[src/rtl/fetch_pkg.sv]
// Shared widths and the FIFO entry layout for the instruction fetch front end.
package fetch_pkg;
  localparam int BYTES_PER_INST = 4;
  localparam int WORD_W         = 32;
  localparam int PC_W           = 32;

  typedef struct packed {
    logic [PC_W-1:0]   pc;
    logic [WORD_W-1:0] inst;
  } fetch_entry_t;
endpackage

[src/rtl/fetch_fifo.sv]
// First-word-fall-through FIFO of {pc, inst} entries with a synchronous flush.
// Head is a direct read of the oldest slot; push when full and pop when empty are ignored.
module fetch_fifo
  import fetch_pkg::*;
#(
  parameter int DEPTH = 4
) (
  input  logic                       clk_i,
  input  logic                       reset_i,
  input  logic                       flush_i,
  input  logic                       push_i,
  input  logic [PC_W-1:0]            push_pc_i,
  input  logic [WORD_W-1:0]          push_inst_i,
  input  logic                       pop_i,
  output logic [PC_W-1:0]            head_pc_o,
  output logic [WORD_W-1:0]          head_inst_o,
  output logic [$clog2(DEPTH+1)-1:0] count_o
);
  localparam int PW = $clog2(DEPTH);
  localparam int CW = $clog2(DEPTH+1);

  fetch_entry_t    mem_q [DEPTH];
  logic [PW-1:0]   wr_q, wr_d, rd_q, rd_d;
  logic [CW-1:0]   count_q, count_d;
  logic            do_push, do_pop;

  assign do_push = push_i && (count_q != CW'(DEPTH));
  assign do_pop  = pop_i && (count_q != '0);

  always_comb begin
    wr_d    = wr_q;
    rd_d    = rd_q;
    count_d = count_q;
    if (flush_i) begin
      wr_d    = '0;
      rd_d    = '0;
      count_d = '0;
    end else begin
      if (do_push) wr_d = wr_q + PW'(1);
      if (do_pop)  rd_d = rd_q + PW'(1);
      case ({do_push, do_pop})
        2'b10:   count_d = count_q + CW'(1);
        2'b01:   count_d = count_q - CW'(1);
        default: count_d = count_q;
      endcase
    end
  end

  // Slots are cleared on reset so the head reads as zero straight out of reset.
  always_ff @(posedge clk_i) begin
    if (reset_i) begin
      for (int i = 0; i < DEPTH; i++) mem_q[i] <= '0;
      wr_q    <= '0;
      rd_q    <= '0;
      count_q <= '0;
    end else begin
      if (do_push && !flush_i) mem_q[wr_q] <= '{pc: push_pc_i, inst: push_inst_i};
      wr_q    <= wr_d;
      rd_q    <= rd_d;
      count_q <= count_d;
    end
  end

  assign head_pc_o   = mem_q[rd_q].pc;
  assign head_inst_o = mem_q[rd_q].inst;
  assign count_o     = count_q;
endmodule

[src/rtl/inst_fetch_buffer.sv]
// Byte-serial big-endian fetch: assembles 32-bit words from a byte-wide memory into a FWFT queue.
// Redirect flushes queue and partial word and restarts at the new word-aligned PC.
module inst_fetch_buffer
  import fetch_pkg::*;
#(
  parameter int DEPTH   = 4,
  parameter int IMEM_AW = 5
) (
  input  logic                       clk,
  input  logic                       reset,
  output logic [IMEM_AW-1:0]         imem_addr,
  input  logic [7:0]                 imem_rdata,
  input  logic                       redirect,
  input  logic [PC_W-1:0]            redirect_pc,
  output logic                       inst_valid,
  input  logic                       inst_ready,
  output logic [WORD_W-1:0]          inst,
  output logic [PC_W-1:0]            inst_pc,
  output logic [$clog2(DEPTH+1)-1:0] count
);
  localparam int CW = $clog2(DEPTH+1);

  logic [PC_W-1:0] fpc_q, fpc_d;
  logic [1:0]      byte_idx_q, byte_idx_d;
  logic [23:0]     asm_q, asm_d;
  logic            fetch_en, last_byte, push, pop;

  // Fetch is gated on the registered count only, so a full queue never stalls mid-word.
  assign fetch_en  = (count != CW'(DEPTH));
  assign last_byte = (byte_idx_q == 2'(BYTES_PER_INST - 1));
  assign push      = fetch_en && last_byte && !redirect;
  assign pop       = inst_valid && inst_ready && !redirect;
  assign imem_addr = fpc_q[IMEM_AW-1:0] + IMEM_AW'(byte_idx_q);

  always_comb begin
    fpc_d      = fpc_q;
    byte_idx_d = byte_idx_q;
    asm_d      = asm_q;
    if (redirect) begin
      fpc_d      = redirect_pc & ~32'h3;
      byte_idx_d = '0;
      asm_d      = '0;
    end else if (fetch_en) begin
      if (last_byte) begin
        fpc_d      = fpc_q + PC_W'(BYTES_PER_INST);
        byte_idx_d = '0;
      end else begin
        asm_d      = {asm_q[15:0], imem_rdata};
        byte_idx_d = byte_idx_q + 2'd1;
      end
    end
  end

  always_ff @(posedge clk) begin
    if (reset) begin
      fpc_q      <= '0;
      byte_idx_q <= '0;
      asm_q      <= '0;
    end else begin
      fpc_q      <= fpc_d;
      byte_idx_q <= byte_idx_d;
      asm_q      <= asm_d;
    end
  end

  fetch_fifo #(.DEPTH(DEPTH)) u_fifo (
    .clk_i       (clk),
    .reset_i     (reset),
    .flush_i     (redirect),
    .push_i      (push),
    .push_pc_i   (fpc_q),
    .push_inst_i ({asm_q, imem_rdata}),
    .pop_i       (pop),
    .head_pc_o   (inst_pc),
    .head_inst_o (inst),
    .count_o     (count)
  );

  assign inst_valid = (count != '0);
endmodule
[config.mk]
export PLATFORM = sky130hd
export DESIGN_NAME = inst_fetch_buffer
export DESIGN_NICKNAME = d
export VERILOG_FILES = /design/src/rtl/fetch_pkg.sv /design/src/rtl/fetch_fifo.sv /design/src/rtl/inst_fetch_buffer.sv
export SDC_FILE = /design/constraint.sdc
export NUM_CORES = 1
export LEC_CHECK = 0
export ABC_AREA = 1
export ABC_CLOCK_PERIOD_IN_PS = 5750
export BUFFER_PORTS_ARGS = -buffer_cell sky130_fd_sc_hd__buf_2
export CAP_MARGIN = 40
export CORE_MARGIN = 3
export CORE_UTILIZATION = 45
export CTS_CLUSTER_SIZE = 24
export DETAILED_ROUTE_END_ITERATION = 10
export GPL_TIMING_DRIVEN = 1
export PLACE_DENSITY = 0.65
export SYNTH_ARGS = -nofsm -noshare
export SYNTH_HDL_FRONTEND = slang
export SYNTH_SLANG_ARGS = --single-unit
[constraint.sdc]
create_clock -name clk -period 5.75 [get_ports clk]
set_input_delay 0.2875 -clock clk [delete_from_list [all_inputs] [get_ports clk]]
set_output_delay 0.2875 -clock clk [all_outputs]
set_load 0.05 [all_outputs]
; Yosys cells after proc, flatten, opt, wreduce, memory -nomap -nowiden
; Memories as Yosys holds them, arrays and structs flattened. A register that Yosys moved wholly into a read port is not among the register bits.
; Index checks and enable logic that the tools add are counted.
; Widths: inputs -> output; s select.
[classes]
mux = 15
reduce_logical = 17
addsub = 7
eq_ne = 4
bitwise = 1
[ops]
columns = op, n
row1 = $mux 32, 3
row2 = $mux 64, 1
row3 = $reduce_or 64->1, 1
row4 = $add 32x3->32 const B, 1
row5 = $mux 2, 4
row6 = $logic_and 1x1->1, 7
row7 = $add 2x1->2 const B, 3
row8 = $mux 1, 6
row9 = $pmux 3 s2, 1
row10 = $reduce_and 2->1, 3
row11 = $reduce_bool 2->1, 3
row12 = $add 5x2->5, 1
row13 = $eq 2x2->1 const B, 2
row14 = $add 3x1->3 const B, 1
row15 = $ne 3x3->1 const B, 1
row16 = $reduce_bool 3->1, 1
row17 = $sub 3x1->3 const B, 1
row18 = $eq 2x1->1 const B, 1
row19 = $reduce_or 2->1, 1
row20 = $logic_not 1->1, 1
row21 = $not 1->1, 1
[totals]
register_bits = 65
wordCells = 52
out_inout_bits = 73
ram_bits = 256
input_bits = 44
mem_count = 1
[memory_table]
columns = memory, words, word_bits, read_ports, rd_ports_with_merged_regs, wr, line_no
row1 = u_fifo.mem_q, 4, 64, 1, 1, 4, fetch_fifo.sv:22  ; fetch_entry_t mem_q [DEPTH];

; Depth between registers and ports, before layout
[logic_depth]
ltp_word = 10
depth_mapped = 12

; By module
; From an unflattened synthesis, not the netlist that was laid out.
[hier_totals]
hier_cells = 1500
hier_area_um2 = 14736.6
[by_module_without_submodules]
columns = mod, cells_each, seq_area_each_um2, area_per_inst_um2, instances
row1 = fetch_fifo, 1052, 7867.5, 11707.5, 1
row2 = inst_fetch_buffer, 448, 1121.1, 3029.2, 1

; Least setup slack after synthesis
; OpenSTA, ideal clock, no wires.
[synth_timing]
kind = flip-flop to flip-flop
start = register byte_idx_q[0]
end = memory u_fifo.mem_q[3][0] (netlist bit) (enable)
arrival_time_ns = 5.742
period_less_slack_ns = 6.309
setup_time_ns = 0.568
slack_ns = -0.559
required_ns = 5.182
stages_incl_launch_ff = 6
path_cell_list = dfxtp_1 ha_1 nand2_4 nor2_4 nand2_1 o21ai_0
[synth_lines]
columns = element, line_no
row1 = from (decl), inst_fetch_buffer.sv:24  ; logic [1:0] byte_idx_q, byte_idx_d;
row2 = from (signal assigned), inst_fetch_buffer.sv:61  ; byte_idx_q <= byte_idx_d;
row3 = to (decl), fetch_fifo.sv:22

==> impl_metrics.ini <==
[outcome]
status = finished clean

[die]
rows = 63
dieArea_um2 = 33100
core_um2 = 30000
die_y_um = 182
dieWidth_um = 182
pin_count = 117
start_util = 0.463

[synthesis]
async_flop_share = 0
synth_cell_type_count = 42
yosysMostFrequentCell = nor2_1
seq_area_frac_synth = 0.629
ys_seq_elements = 313
synth-main-ff-cell = edfxtp_1
synth_cells = 1433
synth_warnings = 0
synth_area_leaders = edfxtp_1 54%, nor2_1 10%, dfxtp_1 9.4%, o21ai_0 6.4%, inv_1 3.9%
ys_top_cells_by_count = 379 x nor2_1, 248 x edfxtp_1, 177 x o21ai_0, 143 x inv_1, 97 x nand2_1
syn_avg_cell_area_um2 = 9.71
synth_edf_count = 248
synth_top_area_frac = 0.535
syn_area_um2 = 13900
yosys.area.top_type = edfxtp_1

[grt]
use_met2 = 0.345
top_usage_layer = met2
grt_max_degree = 89
antenna_found_initial = 0
use_met3 = 0.0276
grt_pass1_vias = 10100
grtUsageMet1 = 0.298
grt_pass1_wl_um = 55700
grt_overflow = 0
globalRouteTotalUtil = 0.212

[finish]
multi_input_area_um2 = 4180
layout.area.seq_um2 = 8750
final_cell_area_um2 = 15800
drive_gt1_frac = 0.142
n_antenna_cell = 0
fin_nets = 1560
synthToLayoutAreaGrowth_pct = 13.7
fill_cells = 2761

[critical_path]
r2r-end = u_fifo.mem_q[0][46]$_SDFFCE_PN0P_
cp.arrival_ps = 3840
path_common_cell = nor2_4
cp_data_required_time_ps = 5920
end_kind = flip-flop
reg2reg_from = byte_idx_q[0]$_SDFFE_PP0P_
slowest_delay_ps = 650
slowest_stage = nand2_2
rr_worst_depth = 9
crit_type = in -> reg
cp-start-kind = primary input
reg2reg_setup_slack_ps = 2190
cp_cell_sequence = buf_2 > nor2_4 > inv_2 > nor2_8 > inv_4 > buf_16 > nor2_4 > nand2_4 > nand2_2 > buf_12
crit_fanout = 63

[hold_path]
hold_class = in -> reg
hold_end = fpc_q[19]$_SDFFE_PP0P_
hold_path_startpoint = redirect_pc[19]
holdPathStages = 3

[timing]
timing.fmax_mhz = 272
hold_viol = 0
period_share = 0.640
finalSetupViolCount = 0
min_period_ps = 3680
fin_skew_ps = 14.8
slew_viol_final = 0
slew_headroom = 0.406
grt_setup_unrepaired = false
worstMarginPinSlew_ps = 891
tns_ps = 0

[power_and_ir_drop]
vdd_drop_max_mv = 0.214
powerDensity_nw_per_um2 = 313
p_total_w = 0.00495
p_leak_nw = 5.74

[route]
antenna_left = 0
totalWireLength_um = 35300
post_drt_wl_per_cell_um = 18.3
avgViaCountPerCell = 5.42
drt_first_pass_iters = 5
drt-initial-drc-count = 937
vias = 10400
drcViolationCount = 0

[place]
gp_congestion = 0.874
portBuffers = 112
placed_area_um2 = 14700
dp_hpwl_um = 21300

[clocking]
clk_latency_ps = 500
ctsResizeCount = 0
path_clk_slew_ps = 60
cts_buffers = 35
cts-root-buf = clkbuf_16
cts_setup_buffers = 0
cts_sinks = 313
cts_max_path_buffers = 3
cts_tree = yes
cts_hold_buf = 0
htreeDepth = 2

[flow_run]
max-cap-violations = 0
## area by class of cell
type | instances | area share
Clock inverter | 10 | 0.00633
Inverter | 149 | 0.0358
Sequential cell | 313 | 0.553
Tap cell | 390 | 0.0308
Timing Repair Buffer | 127 | 0.0467
Multi-Input combinational cell | 886 | 0.264
Clock buffer | 52 | 0.0626
## worst max-delay path, delay by kind of cell
kind / cells / cell delay (ps)
simple gates: 5 / 2120
buf+inv: 5 / 1320
## how the worst max path moves through the flow
stage	start	end	slack, ps	cells past startpoint
6_report	redirect	u_fifo.mem_q[0][46]$_SDFFCE_PN0P_	2070	10
3_5_place_dp	redirect	u_fifo.mem_q[0][51]$_SDFFCE_PN0P_	1520	10
4_1_cts	redirect	u_fifo.mem_q[0][46]$_SDFFCE_PN0P_	2050	10
3_3_place_gp	redirect	u_fifo.mem_q[0][46]$_SDFFCE_PN0P_	1540	9
5_1_grt	redirect	u_fifo.mem_q[0][46]$_SDFFCE_PN0P_	1770	10
2_1_floorplan	byte_idx_q[0]$_SDFFE_PP0P_	u_fifo.mem_q[3][0]$_DFFE_PP_	1120	5
## layer usage
layer | wire (µm) | part of all wire
met5 | 0 | 0
met4 | 896 | 0.025
met3 | 2230 | 0.063
met2 | 16800 | 0.48
met1 | 15400 | 0.44
## placed cells by master, fill, tap and decap left out, types with 2 or more instances in the layout
master,count
nor2_1,379
edfxtp_1,248
o21ai_0,175
inv_1,141
buf_2,112
nand2_1,94
o22ai_1,64
dfxtp_1,63
a21oi_1,46
clkbuf_16,36
nand3_1,28
nor2_2,23
nor3_1,15
a22oi_1,14
clkbuf_1,13
buf_4,11
clkinv_1,6
clkinv_2,5
nand4_1,5
nor2_4,4
nand2_2,4
o211ai_1,4
a31oi_1,4
nand2_4,3
xor2_1,3
ha_1,3
clkbuf_8,3
inv_2,2
inv_4,2
o21ai_4,2
o31ai_1,2
conb_1,2
bufinv_16,2
buf_16,2
buf_12,2
## where the power goes
group	switching (W)	internal, W
clock network	0.000857	0.00128
registers	0.0000317	0.00251
logic	0.000204	0.0000605
## flip-flops by register name, summed over array words and instances, names as in the netlist, named ones only
register / count
asm_q: 24
u_fifo.mem_q: 248
u_fifo.rd_q: 2
fpc_q: 30
u_fifo.wr_q: 2
byte_idx_q: 2
u_fifo.count_o: 3
## logic make-up after synthesis
logic type | after synthesis | share of synthesized area
AOI/OAI and AO/OA | 317 | 0.126
xor gates and xnor gates | 4 | 0.00252
adders and majority gates | 4 | 0.00414
buffers and inverters | 235 | 0.0727
DFF | 313 | 0.629
other | 1 | 0.000270
and+or+nand+nor | 559 | 0.166
## through the flow
stage | setup slack (ps) | util | cells | hold slack [ps]
floorplan | 1120 | - | 1434 | 436
CTS | 2050 | 0.527 | 1927 | 38.2
global route | 1770 | 0.527 | 1927 | 103
finish | 2070 | 0.527 | 1927 | 58.9
global placement | 1540 | 0.489 | 1863 | 440
detailed placement | 1520 | 0.490 | 1865 | 452
Note: power is estimated with default switching activity, not from simulation.
